**src/rtl/sdram_arb_pkg.sv**
```systemverilog
// Shared encodings for the SDRAM request arbiter: control-interface commands,
// arbiter FSM states and grant owner.
package sdram_arb_pkg;

  typedef enum logic [2:0] {
    CMD_NOP     = 3'b000,
    CMD_READA   = 3'b001,
    CMD_WRITEA  = 3'b010,
    CMD_REFRESH = 3'b011
  } cmd_e;

  typedef enum logic [1:0] {
    ST_IDLE  = 2'd0,
    ST_ISSUE = 2'd1,
    ST_DONE  = 2'd2
  } state_e;

  typedef enum logic [1:0] {
    GNT_A   = 2'd0,
    GNT_B   = 2'd1,
    GNT_REF = 2'd2
  } grant_e;

  function automatic cmd_e rw_cmd(input logic wr);
    return wr ? CMD_WRITEA : CMD_READA;
  endfunction

endpackage

```
**src/rtl/arb_timeout_cnt.sv**
```systemverilog
// Counts cycles while enabled; expired is high during the TIMEOUT-th enabled
// cycle after a clear.
module arb_timeout_cnt
  import sdram_arb_pkg::*;
#(
  parameter int TIMEOUT = 255
) (
  input  logic clk,
  input  logic rst,
  input  logic clr,
  input  logic en,
  output logic expired
);

  localparam int CW = $clog2(TIMEOUT + 1);

  logic [CW-1:0] cnt_q, cnt_d;

  always_comb begin
    cnt_d = cnt_q;
    if (clr) begin
      cnt_d = '0;
    end else if (en) begin
      cnt_d = cnt_q + 1'b1;
    end
  end

  // cnt_q holds the number of enabled cycles already completed
  assign expired = en && (cnt_q == CW'(TIMEOUT - 1));

  always_ff @(posedge clk or posedge rst) begin
    if (rst) begin
      cnt_q <= '0;
    end else begin
      cnt_q <= cnt_d;
    end
  end

endmodule

```
**src/rtl/sdram_req_arbiter.sv**
```systemverilog
// Arbitrates refresh and two user requesters onto one SDRAM command port.
// Define ARB_ROUND_ROBIN_EN for A/B round-robin; otherwise A has fixed priority.
module sdram_req_arbiter
  import sdram_arb_pkg::*;
#(
  parameter int ASIZE   = 23,
  parameter int TIMEOUT = 255
) (
  input  logic             CLK,
  input  logic             RESET,
  input  logic             INIT_REQ,
  input  logic             REF_REQ,
  input  logic             A_REQ,
  input  logic             B_REQ,
  input  logic             A_WR,
  input  logic             B_WR,
  input  logic [ASIZE-1:0] A_ADDR,
  input  logic [ASIZE-1:0] B_ADDR,
  input  logic             CMD_ACK,
  output logic [2:0]       CMD,
  output logic [ASIZE-1:0] ADDR,
  output logic             A_ACK,
  output logic             B_ACK,
  output logic             REF_ACK,
  output logic             ERR
);

  state_e           state_q, state_d;
  cmd_e             cmd_q, cmd_d;
  grant_e           grant_q, grant_d;
  logic [ASIZE-1:0] addr_q, addr_d;
  logic             a_ack_q, a_ack_d;
  logic             b_ack_q, b_ack_d;
  logic             ref_ack_q, ref_ack_d;
  logic             err_q, err_d;
  logic             pick_b;
  logic             tmo_expired;

`ifdef ARB_ROUND_ROBIN_EN
  // last_b_q: B was the last requester to complete, so A wins a tie next
  logic last_b_q, last_b_d;
  assign pick_b = B_REQ && (!A_REQ || !last_b_q);
`else
  assign pick_b = B_REQ && !A_REQ;
`endif

  arb_timeout_cnt #(
    .TIMEOUT (TIMEOUT)
  ) u_timeout (
    .clk     (CLK),
    .rst     (RESET),
    .clr     (state_q != ST_ISSUE),
    .en      (state_q == ST_ISSUE),
    .expired (tmo_expired)
  );

  always_comb begin
    state_d   = state_q;
    cmd_d     = cmd_q;
    addr_d    = addr_q;
    grant_d   = grant_q;
    a_ack_d   = 1'b0;
    b_ack_d   = 1'b0;
    ref_ack_d = 1'b0;
    err_d     = 1'b0;
`ifdef ARB_ROUND_ROBIN_EN
    last_b_d  = last_b_q;
`endif
    case (state_q)
      ST_IDLE: begin
        cmd_d = CMD_NOP;
        if (!INIT_REQ) begin
          if (REF_REQ) begin
            cmd_d   = CMD_REFRESH;
            addr_d  = '0;
            grant_d = GNT_REF;
            state_d = ST_ISSUE;
          end else if (A_REQ || B_REQ) begin
            if (pick_b) begin
              cmd_d   = rw_cmd(B_WR);
              addr_d  = B_ADDR;
              grant_d = GNT_B;
            end else begin
              cmd_d   = rw_cmd(A_WR);
              addr_d  = A_ADDR;
              grant_d = GNT_A;
            end
            state_d = ST_ISSUE;
          end
        end
      end
      ST_ISSUE: begin
        // A late ack in the expiry cycle still completes the command
        if (CMD_ACK) begin
          cmd_d   = CMD_NOP;
          state_d = ST_DONE;
          case (grant_q)
            GNT_A: begin
              a_ack_d = 1'b1;
`ifdef ARB_ROUND_ROBIN_EN
              last_b_d = 1'b0;
`endif
            end
            GNT_B: begin
              b_ack_d = 1'b1;
`ifdef ARB_ROUND_ROBIN_EN
              last_b_d = 1'b1;
`endif
            end
            default: ref_ack_d = 1'b1;
          endcase
        end else if (tmo_expired) begin
          cmd_d   = CMD_NOP;
          err_d   = 1'b1;
          state_d = ST_IDLE;
        end
      end
      ST_DONE: begin
        cmd_d   = CMD_NOP;
        state_d = ST_IDLE;
      end
      default: begin
        cmd_d   = CMD_NOP;
        state_d = ST_IDLE;
      end
    endcase
  end

  always_ff @(posedge CLK or posedge RESET) begin
    if (RESET) begin
      state_q   <= ST_IDLE;
      cmd_q     <= CMD_NOP;
      addr_q    <= '0;
      grant_q   <= GNT_A;
      a_ack_q   <= 1'b0;
      b_ack_q   <= 1'b0;
      ref_ack_q <= 1'b0;
      err_q     <= 1'b0;
`ifdef ARB_ROUND_ROBIN_EN
      last_b_q  <= 1'b1;
`endif
    end else begin
      state_q   <= state_d;
      cmd_q     <= cmd_d;
      addr_q    <= addr_d;
      grant_q   <= grant_d;
      a_ack_q   <= a_ack_d;
      b_ack_q   <= b_ack_d;
      ref_ack_q <= ref_ack_d;
      err_q     <= err_d;
`ifdef ARB_ROUND_ROBIN_EN
      last_b_q  <= last_b_d;
`endif
    end
  end

  assign CMD     = cmd_q;
  assign ADDR    = addr_q;
  assign A_ACK   = a_ack_q;
  assign B_ACK   = b_ack_q;
  assign REF_ACK = ref_ack_q;
  assign ERR     = err_q;

endmodule

```
**config.mk**
```make
export PLATFORM = sky130hd
export DESIGN_NAME = sdram_req_arbiter
export DESIGN_NICKNAME = d
export VERILOG_FILES = /design/src/rtl/sdram_arb_pkg.sv /design/src/rtl/arb_timeout_cnt.sv /design/src/rtl/sdram_req_arbiter.sv
export SDC_FILE = /design/constraint.sdc
export NUM_CORES = 1
export LEC_CHECK = 0
export ABC_AREA = 1
export BUFFER_PORTS_ARGS = -buffer_cell sky130_fd_sc_hd__buf_2
export CORE_MARGIN = 5
export CORE_UTILIZATION = 52
export CTS_BUF_LIST = sky130_fd_sc_hd__clkbuf_8 sky130_fd_sc_hd__clkbuf_16
export DETAILED_ROUTE_END_ITERATION = 7
export PLACE_DENSITY = 0.93
export SYNTH_ARGS = -nofsm -noshare
export SYNTH_HDL_FRONTEND = slang
export SYNTH_HIERARCHICAL = 1
export SYNTH_SLANG_ARGS = --single-unit
```
**constraint.sdc**
```tcl
create_clock -name CLK -period 3.2 [get_ports CLK]
set_input_delay 0.48 -clock CLK [delete_from_list [all_inputs] [get_ports CLK]]
set_output_delay 0.48 -clock CLK [all_outputs]
set_load 0.05 [all_outputs]
```
; Word level (Yosys, flattened, before mapping)
; Cells that the tools add are included.
[word_totals]
output_inout_bits = 30
word_cells = 64
in_bits = 55
register_bits = 42
[op_classes]
n_eq_ne = 7
mux = 35
n_addsub = 1
reduce_logical = 11
n_bitwise = 1
[ops]
columns = op, count
row1 = $mux 23, 3
row2 = $mux 2, 13
row3 = $mux 8, 2
row4 = $mux 1, 13
row5 = $add 8x1->8 const B, 1
row6 = $eq 8x8->1 const B, 1
row7 = $mux 3, 2
row8 = $ne 3x3->1 const B, 2
row9 = $pmux 3 s2, 1
row10 = $reduce_and 3->1, 2
row11 = $eq 2x1->1 const B, 2
row12 = $logic_not 2->1, 2
row13 = $pmux 2 s2, 1
row14 = $reduce_bool 2->1, 2
row15 = $logic_and 1x1->1, 2
row16 = $ne 2x1->1 const B, 1
row17 = $ne 2x2->1 const B, 1
row18 = $reduce_or 2->1, 1
row19 = $logic_not 1->1, 1
row20 = $logic_or 1x1->1, 1
row21 = $not 1->1, 1

; Logic depth before layout (Yosys ltp)
; Gate-level depths: netlist of the first run.
[logic_depth]
depth_word = 7
ltp_mapped = 9
ltp_nobuf = 9

; By module
; The synthesis of the first run kept the hierarchy.
[by_module_without_submodules]
columns = mod, seq_area_each_um2, area_each_um2, instances, cells_each
row1 = sdram_req_arbiter, 825.8, 1626.6, 1, 224
row2 = arb_timeout_cnt, 200.2, 475.5, 1, 60

; Worst setup path after synthesis of the first run
; Ideal clock, no wire load.
[synth_path]
kind = reg-to-reg
from = reg state_q[1]
to = reg state_q[0]
stages_incl_launch_ff = 8
period_less_slack_ps = 1481
t_arrival_ps = 1357
n_path_buf = 0
setup_slack_ps = 1719
required_ps = 3076
setup_time_ps = 124
path_cell_list = dfrtp_1 > inv_1 > nand2_1 > inv_1 > nand2_1 > nor4_1 > nor3_1 > or2_1
[synth_via]
elab_chain_len = 4
elab_cells_between_ends = 8
cone_classes = eq/ne: 4 / mux: 1 / reduce/logical: 3
[synth_lines]
columns = element, line
row1 = "start, declared", sdram_req_arbiter.sv:28  ; state_e state_q, state_d;
row2 = "start signal, assigned", sdram_req_arbiter.sv:143  ; state_q <= state_d;
row3 = $eq 2x1->1, sdram_req_arbiter.sv:53  ; .en (state_q == ST_ISSUE),
row4 = $logic_and 1x1->1, arb_timeout_cnt.sv:29  ; assign expired = en && (cnt_q == CW'(TIMEOUT - 1));
row5 = net tmo_expired, sdram_req_arbiter.sv:37  ; logic tmo_expired;
row6 = $ne 3x3->1 (no source line), -
row7 = $reduce_and 3->1 (no source line), -
; The timed path passes the listed nets, and every way through them passes these cells.
; A chain may end at the register's enable or synchronous reset.

; Worst setup path after layout of the first run
; Ends and elaborated chain as after synthesis.

==> reports/results.tsv, run 1 <==
stage	metric	value	unit
sta	RSZ-0062 raised after global routing	no	
die	Core ar.	3970	sq um
yosys	synth unique cells	23	
global_routing	initial antenna violation count	0	
sta	Least-Margin Pin Slew	0.824	ns
yosys	ys flop type	dfrtp_1	
setup_path	Worst EP required	3.37	ns
yosys	area leader, netlist	dfrtp_1	
layout	nets	423	
routing	DR WL/cell	12.0	um
sta	Post-Route Setup TNS	0	ns
yosys	area share of the largest cell type after synthesis	48.8	%
pwr	Sw Ratio	41.8	%
layout	Design Area, Final	2640	sq um
min_path	Hold Path Class	primary input to async pin	
pwr	maximum vdd drop	384	uV
pwr	Total Power	1.75	mW
die	area of the die	5410	sq um
yosys	Mean Syn Cell Area	7.40	sq um
global_routing	largest net degree at the start of global routing	34	
yosys	synth top area cells	dfrtp_1 49%, nand2_1 30%, inv_1 3.2%	
pwr	Clk network pwr share	24.3	%
setup_path	Crit path arrival time	1.91	ns
layout	filler instances	340	
clocking	Clock Path Buffers	2	
setup_path	Critical Path Start Type	register	
pwr	Sequential Power Share	38.7	%
sta	Final Hold Viols	0	
yosys	Syn Nets	341	
routing	Iter 0 DRT Violations	143	
routing	drt total wl	5.01	mm
yosys	Syn Inst Count	284	
layout	most frequent cells in the layout	168 x nand2_1, 83 x buf_2, 41 x dfrtp_1	
die	io pins	85	
sta	final setup vio count	0	
yosys	asr flop ratio synth	100	%
place	post-detail-place hpwl	3.90	mm
pwr	combinational power share	36.9	%
clocking	Num Clock Sinks	41	
sta	Relative slew margins	44.9	%
yosys	Post-Syn Area	2100	sq um
sta	min Tclk post-route	1.73	ns
clocking	number of H-tree levels	2	
clocking	post-CTS sizing	0	
job	max-cap viol count	0	
sta	Max Slew Vio Count	0	
sta	FMAX	577	MHz
routing	Vias/cell	4.83	
clocking	post-CTS setup buffers	0	
layout	layout cells sized above 1	28.9	%
clocking	CTS Buf Count	5	
sta	Tcrit/Tclk final	54.1	%
layout	most common cell after layout, fill and taps aside	nand2_1	
global_routing	remaining global-route overflow	0	
global_routing	first-pass GRT wire length	8.40	mm
clocking	Root Buffer	clkbuf_8	
clocking	worst skew pair latency	0.29	ns
setup_path	Worst Reg-to-Reg Cells	7	
clocking	Post-CTS Hold Fix Bufs	0	
setup_path	CP Class	register to register	
global_routing	number of global-route vias before repair	1907	
setup_path	maximum fanout along the worst path	5	
place	pre-CTS WS	1.40	ns
sta	clk_skew	0.00292	ns
die	Die H	73.6	um
routing	# DRC	0	
die	row count	23	
layout	antenna cells	0	
global_routing	gr usage total	19.9	%
place	global placer's final weighted congestion	0.841	
routing	vias	2016	
pwr	internal power	1.02	mW
yosys	Post-synth EDFFs	0	
die	initial core utilization	52.9	%
sta	setup slack after layout	1.47	ns
yosys	Synth Register Bits	41	
pwr	leakage power total	1.60	nW
routing	post-route ant nets	0	
place	Port Buf Inserts	83	
clocking	CTS tree	done	
yosys	Yosys warnings	6	
place	dpl cell area	2520	sq um
clocking	clock transition at the registers of the reported paths	0.08	ns
sta	Min Hold Slack	0.135	ns
pwr	power per cell area	662	nW/um^2
yosys	register area share after synthesis	48.8	%
pwr	sw power	0.730	mW
outcome	outcome	completed	
routing	DR pass1 iterations	4	
setup_path	Crit. End Element	register	
layout	Layout area overhead	25.5	%
die	die width	73.6	um
-- logic make-up after synthesis --
kind of cell / after synthesis / synth area share [%]
AND/OR/NAND/NOR: 204 / 41.4
other: 1 / 0.178
AO/OA/AOI/OAI: 8 / 1.90
buffers and inverters: 28 / 6.49
flip-flops: 41 / 48.8
adder cells (fa/ha/maj): 2 / 1.19
-- power groups by stage --
stage / Sequential [mW] / Clock (mW) / Combinational [mW]
final: 0.676 / 0.425 / 0.645
after global routing: 0.690 / 0.451 / 0.696
after CTS: 0.677 / 0.431 / 0.652
after detailed placement: 0.683 / 0 / 0.651
after global placement: 0.680 / 0 / 0.635
after floorplan: 0.963 / 0 / 0.203
-- layer usage --
metal  global-route usage, %  wire length (um)  part of all wire [%]  up-vias
met1                    24.6              2020                    40      906
li1                        -                 -                     -     1019
met4                    5.43                53                   1.1        0
met3                    5.06               401                   8.0        7
met5                       0                 0                     0        -
met2                    34.4              2530                    51       84
-- worst paths after layout --
| kind | startpoint | endpoint | slack, ns |
|---|---|---|---|
| min in group CLK | CMD_ACK | ERR | 0.39 |
| hold / removal | RESET | u_timeout/cnt_q[4] | 0.14 |
| setup reg to reg | state_q[1] | state_q[0] | 1.47 |
| max in group asynchronous | RESET | ERR | 2.62 |
| hold reg to reg | grant_q[0] | A_ACK | 0.45 |
| setup / recovery | state_q[1] | state_q[0] | 1.47 |
-- sequential cells by signal, summed over array words and instances, names as in the netlist --
register and count:
state_q 2, u_timeout/cnt_q 8, grant_q 2, REF_ACK 1, ADDR 23, CMD 2
B_ACK 1, ERR 1, A_ACK 1
-- per-stage QoR --
step	cells	util, %
global route	417	66.4
CTS	417	66.4
finish	417	66.4
detailed placement	409	63.5
global placement	409	63.5
floorplan	284	-
-- worst max-delay path, stage by stage (launching register included) --
cell     delay (ns)
dfrtp_1        0.41
inv_1          0.07
nand2_1        0.15
inv_1          0.22
nand2_1        0.09
nor4_1         0.28
nor3_1         0.15
or2_1          0.25
-- Yosys cell counts (all sizes together), types with 2 or more instances --
master,count
o21ai,5
a21oi,3
dfrtp,41
nand2,172
nor3,4
ha,2
buf,9
nand3,8
inv,19
nor2,16
-- layout make-up --
cell class                      instances  area, sq um  share of cell area (%)
Clock buffer                            6         82.6                    3.13
Clock inverter                          2         33.8                    1.28
Inverter                               19         71.3                    2.70
Multi-Input combinational cell        215          940                    35.6
Sequential cell                        41         1030                    38.9
Tap cell                               50         62.6                    2.37
Timing Repair Buffer                   84          423                    16.0
Note: power is estimated with default switching activity, not from simulation.
==> inputs of run 2 (changes only) <==
- CORE_UTILIZATION: 52 -> 43
- PLACE_DENSITY: 0.93 -> 0.83
- clock period: 3.2 -> 1.4 ns (I/O delays scaled with it)
==> run 2 against run 1 <==
Compared with the run above:
- final cell count increased by 5.8%
- global-route usage decreased by 3.0 points
- sequential power increased by 130%
- clock power increased by 65%
- highest routed layer unchanged
- critical path depth unchanged
- worst setup slack got worse by 1.4 ns
- routed wire length increased by 1.2%
- non-clock buffer count increased by 9
- combinational power increased by 140%
- clock skew increased by 0.0062 ns
==> reports/results.tsv, run 2 (synthesis gave the netlist of run 1 again) <==
stage	metric	value	unit
clocking	Root Buffer	clkbuf_8	
global_routing	largest net degree at the start of global routing	26	
sta	Max Slew Vio Count	0	
sta	final setup vio count	0	
layout	layout cells sized above 1	31.8	%
global_routing	number of global-route vias before repair	1911	
routing	post-route ant nets	0	
die	io pins	85	
layout	multi-input logic area	965	sq um
clocking	Num Clock Sinks	41	
routing	Iter 0 DRT Violations	69	
clocking	Clock Path Buffers	2	
sta	FMAX	760	MHz
setup_path	Crit. End Element	register	
clocking	worst skew pair latency	0.29	ns
setup_path	maximum fanout along the worst path	6	
routing	Vias/cell	4.47	
die	Core ar.	4720	sq um
pwr	maximum vdd drop	882	uV
die	Die H	79.9	um
layout	Design Area, Final	2740	sq um
sta	clk_skew	0.00907	ns
layout	most common cell after layout, fill and taps aside	nand2_1	
place	post-detail-place hpwl	3.93	mm
layout	filler instances	437	
die	initial core utilization	44.5	%
setup_path	Critical Path Start Type	register	
clocking	clock transition at the registers of the reported paths	0.07	ns
layout	final cell count without fillers	441	
routing	DR WL/cell	11.5	um
setup_path	max incr delay on CP	0.42	ns
sta	min Tclk post-route	1.32	ns
min_path	hold path startpoint	CMD_ACK	
setup_path	critical path buffer and inverter count	2	
setup_path	CP Class	register to register	
setup_path	slowest stage cell, crit path	dfrtp_1	
place	global placer's final weighted congestion	0.809	
routing	# DRC	0	
setup_path	Crit path arrival time	1.49	ns
clocking	CTS Buf Count	5	
die	row count	25	
routing	vias	1971	
sta	Min Hold Slack	0.135	ns
setup_path	Worst EP required	1.58	ns
die	die width	79.9	um
setup_path	most frequent CP cell	nor2_4	
setup_path	FF-to-FF Start	state_q[0]	
layout	antenna cells	0	
place	Port Buf Inserts	83	
setup_path	Worst Reg-to-Reg Cells	7	
layout	most frequent cells in the layout	167 x nand2_1, 83 x buf_2, 40 x dfrtp_1	
pwr	Total Power	3.81	mW
pwr	power per cell area	1390	nW/um^2
layout	Layout area overhead	30.3	%
global_routing	gr usage total	17.0	%
sta	Final Hold Viols	0	
layout	nets	432	
global_routing	remaining global-route overflow	0	
sta	Tcrit/Tclk final	94.0	%
min_path	Worst Hold End	ERR	
layout	FF+latch area	1030	sq um
clocking	number of H-tree levels	2	
routing	DR pass1 iterations	4	
setup_path	r2r setup slk	0.08	ns
setup_path	family with the most delay on the worst path	flip-flops	
min_path	Hold Path Class	primary input to register	
job	max-cap viol count	0	
setup_path	Cell Chain, Critical Path	nand2_2 -> inv_2 -> buf_4 -> nor2_4 -> nor2_4 -> o21ai_0 -> a21oi_1	
die	area of the die	6390	sq um
place	dpl cell area	2630	sq um
pwr	leakage power total	1.65	nW
clocking	CTS tree	done	
setup_path	Reg2Reg Capture Point	u_timeout/cnt_q[2]	
outcome	outcome	completed	
global_routing	initial antenna violation count	0	
place	placed cell count	433	
min_path	worst hold path depth	2	
routing	drt total wl	5.07	mm
global_routing	first-pass GRT wire length	8.47	mm
layout	max reg flops	23	
[run 2: cell types whose count changed in the layout (fill, tap and decap cells not counted), sizes merged]
| cell | before | now |
|---|---|---|
| dlygate4sd3 | 0 | 1 |
| buf | 84 | 92 |
| inv | 20 | 19 |
| clkinv | 0 | 1 |
| bufinv | 1 | 0 |
| clkbuf | 6 | 5 |
[run 2: worst reg2reg max path, delay by kind of cell, from the launching register on]
| family | cells | cell delay (ns) |
|---|---|---|
| flip-flops | 1 | 0.42 |
| AND/OR/NAND/NOR | 3 | 0.39 |
| AO/OA/AOI/OAI | 2 | 0.22 |
| buffers and inverters | 2 | 0.18 |
[run 2: final cells by class]
cell class                 count  share of cell area [%]
multi-input combinational    215                    35.2
sequential                    41                    37.5
inverter                      19                    2.60
timing repair buffer          93                    18.9
clock buffer                   5                    2.51
tap                           67                    3.06
clock inverter                 1                   0.183
[run 2: worst max path at each step]
stage / startpoint / depth (start not counted) / end
after floorplan: state_q[1] / 7 / state_q[0]
after CTS: u_timeout/cnt_q[2] / 4 / state_q[0]
after detailed placement: u_timeout/cnt_q[2] / 4 / state_q[0]
final: state_q[0] / 7 / u_timeout/cnt_q[2]
after global placement: u_timeout/cnt_q[2] / 4 / state_q[0]
after global routing: state_q[0] / 8 / u_timeout/cnt_q[4]
[run 2: layer usage]
metal  track usage [%]  vias up  part of all wire [%]  wire length, um
li1                  -     1038                     -                -
met1              21.5      863                    44             2220
met2              27.2       63                    47             2380
met3              5.64        7                   7.8              397
met4              5.57        0                   1.3               66
met5                 0        -                     0                0
[run 2: what timing repair did]
item,4_1_cts,5_1_grt
hold endpoints to repair,41,0
resized for setup,0,5
setup endpoints to repair,0,7
hold buffers,1,0
setup buffers,0,1
[run 2: where the power goes]
part	internal, mW	switching [mW]
clock network	0.328	0.375
logic	0.420	1.16
registers	1.40	0.129
total	2.15	1.66
[run 2: through the flow]
stage               utilization [%]  worst slack [ns]  setup TNS, ns
floorplan                         -            0.0305              0
global placement               55.6             0.123              0
detailed placement             55.6            0.0795              0
CTS                            57.4            0.0621              0
global route                   58.0         -0.000544      -0.000544
finish                         58.0            0.0841              0
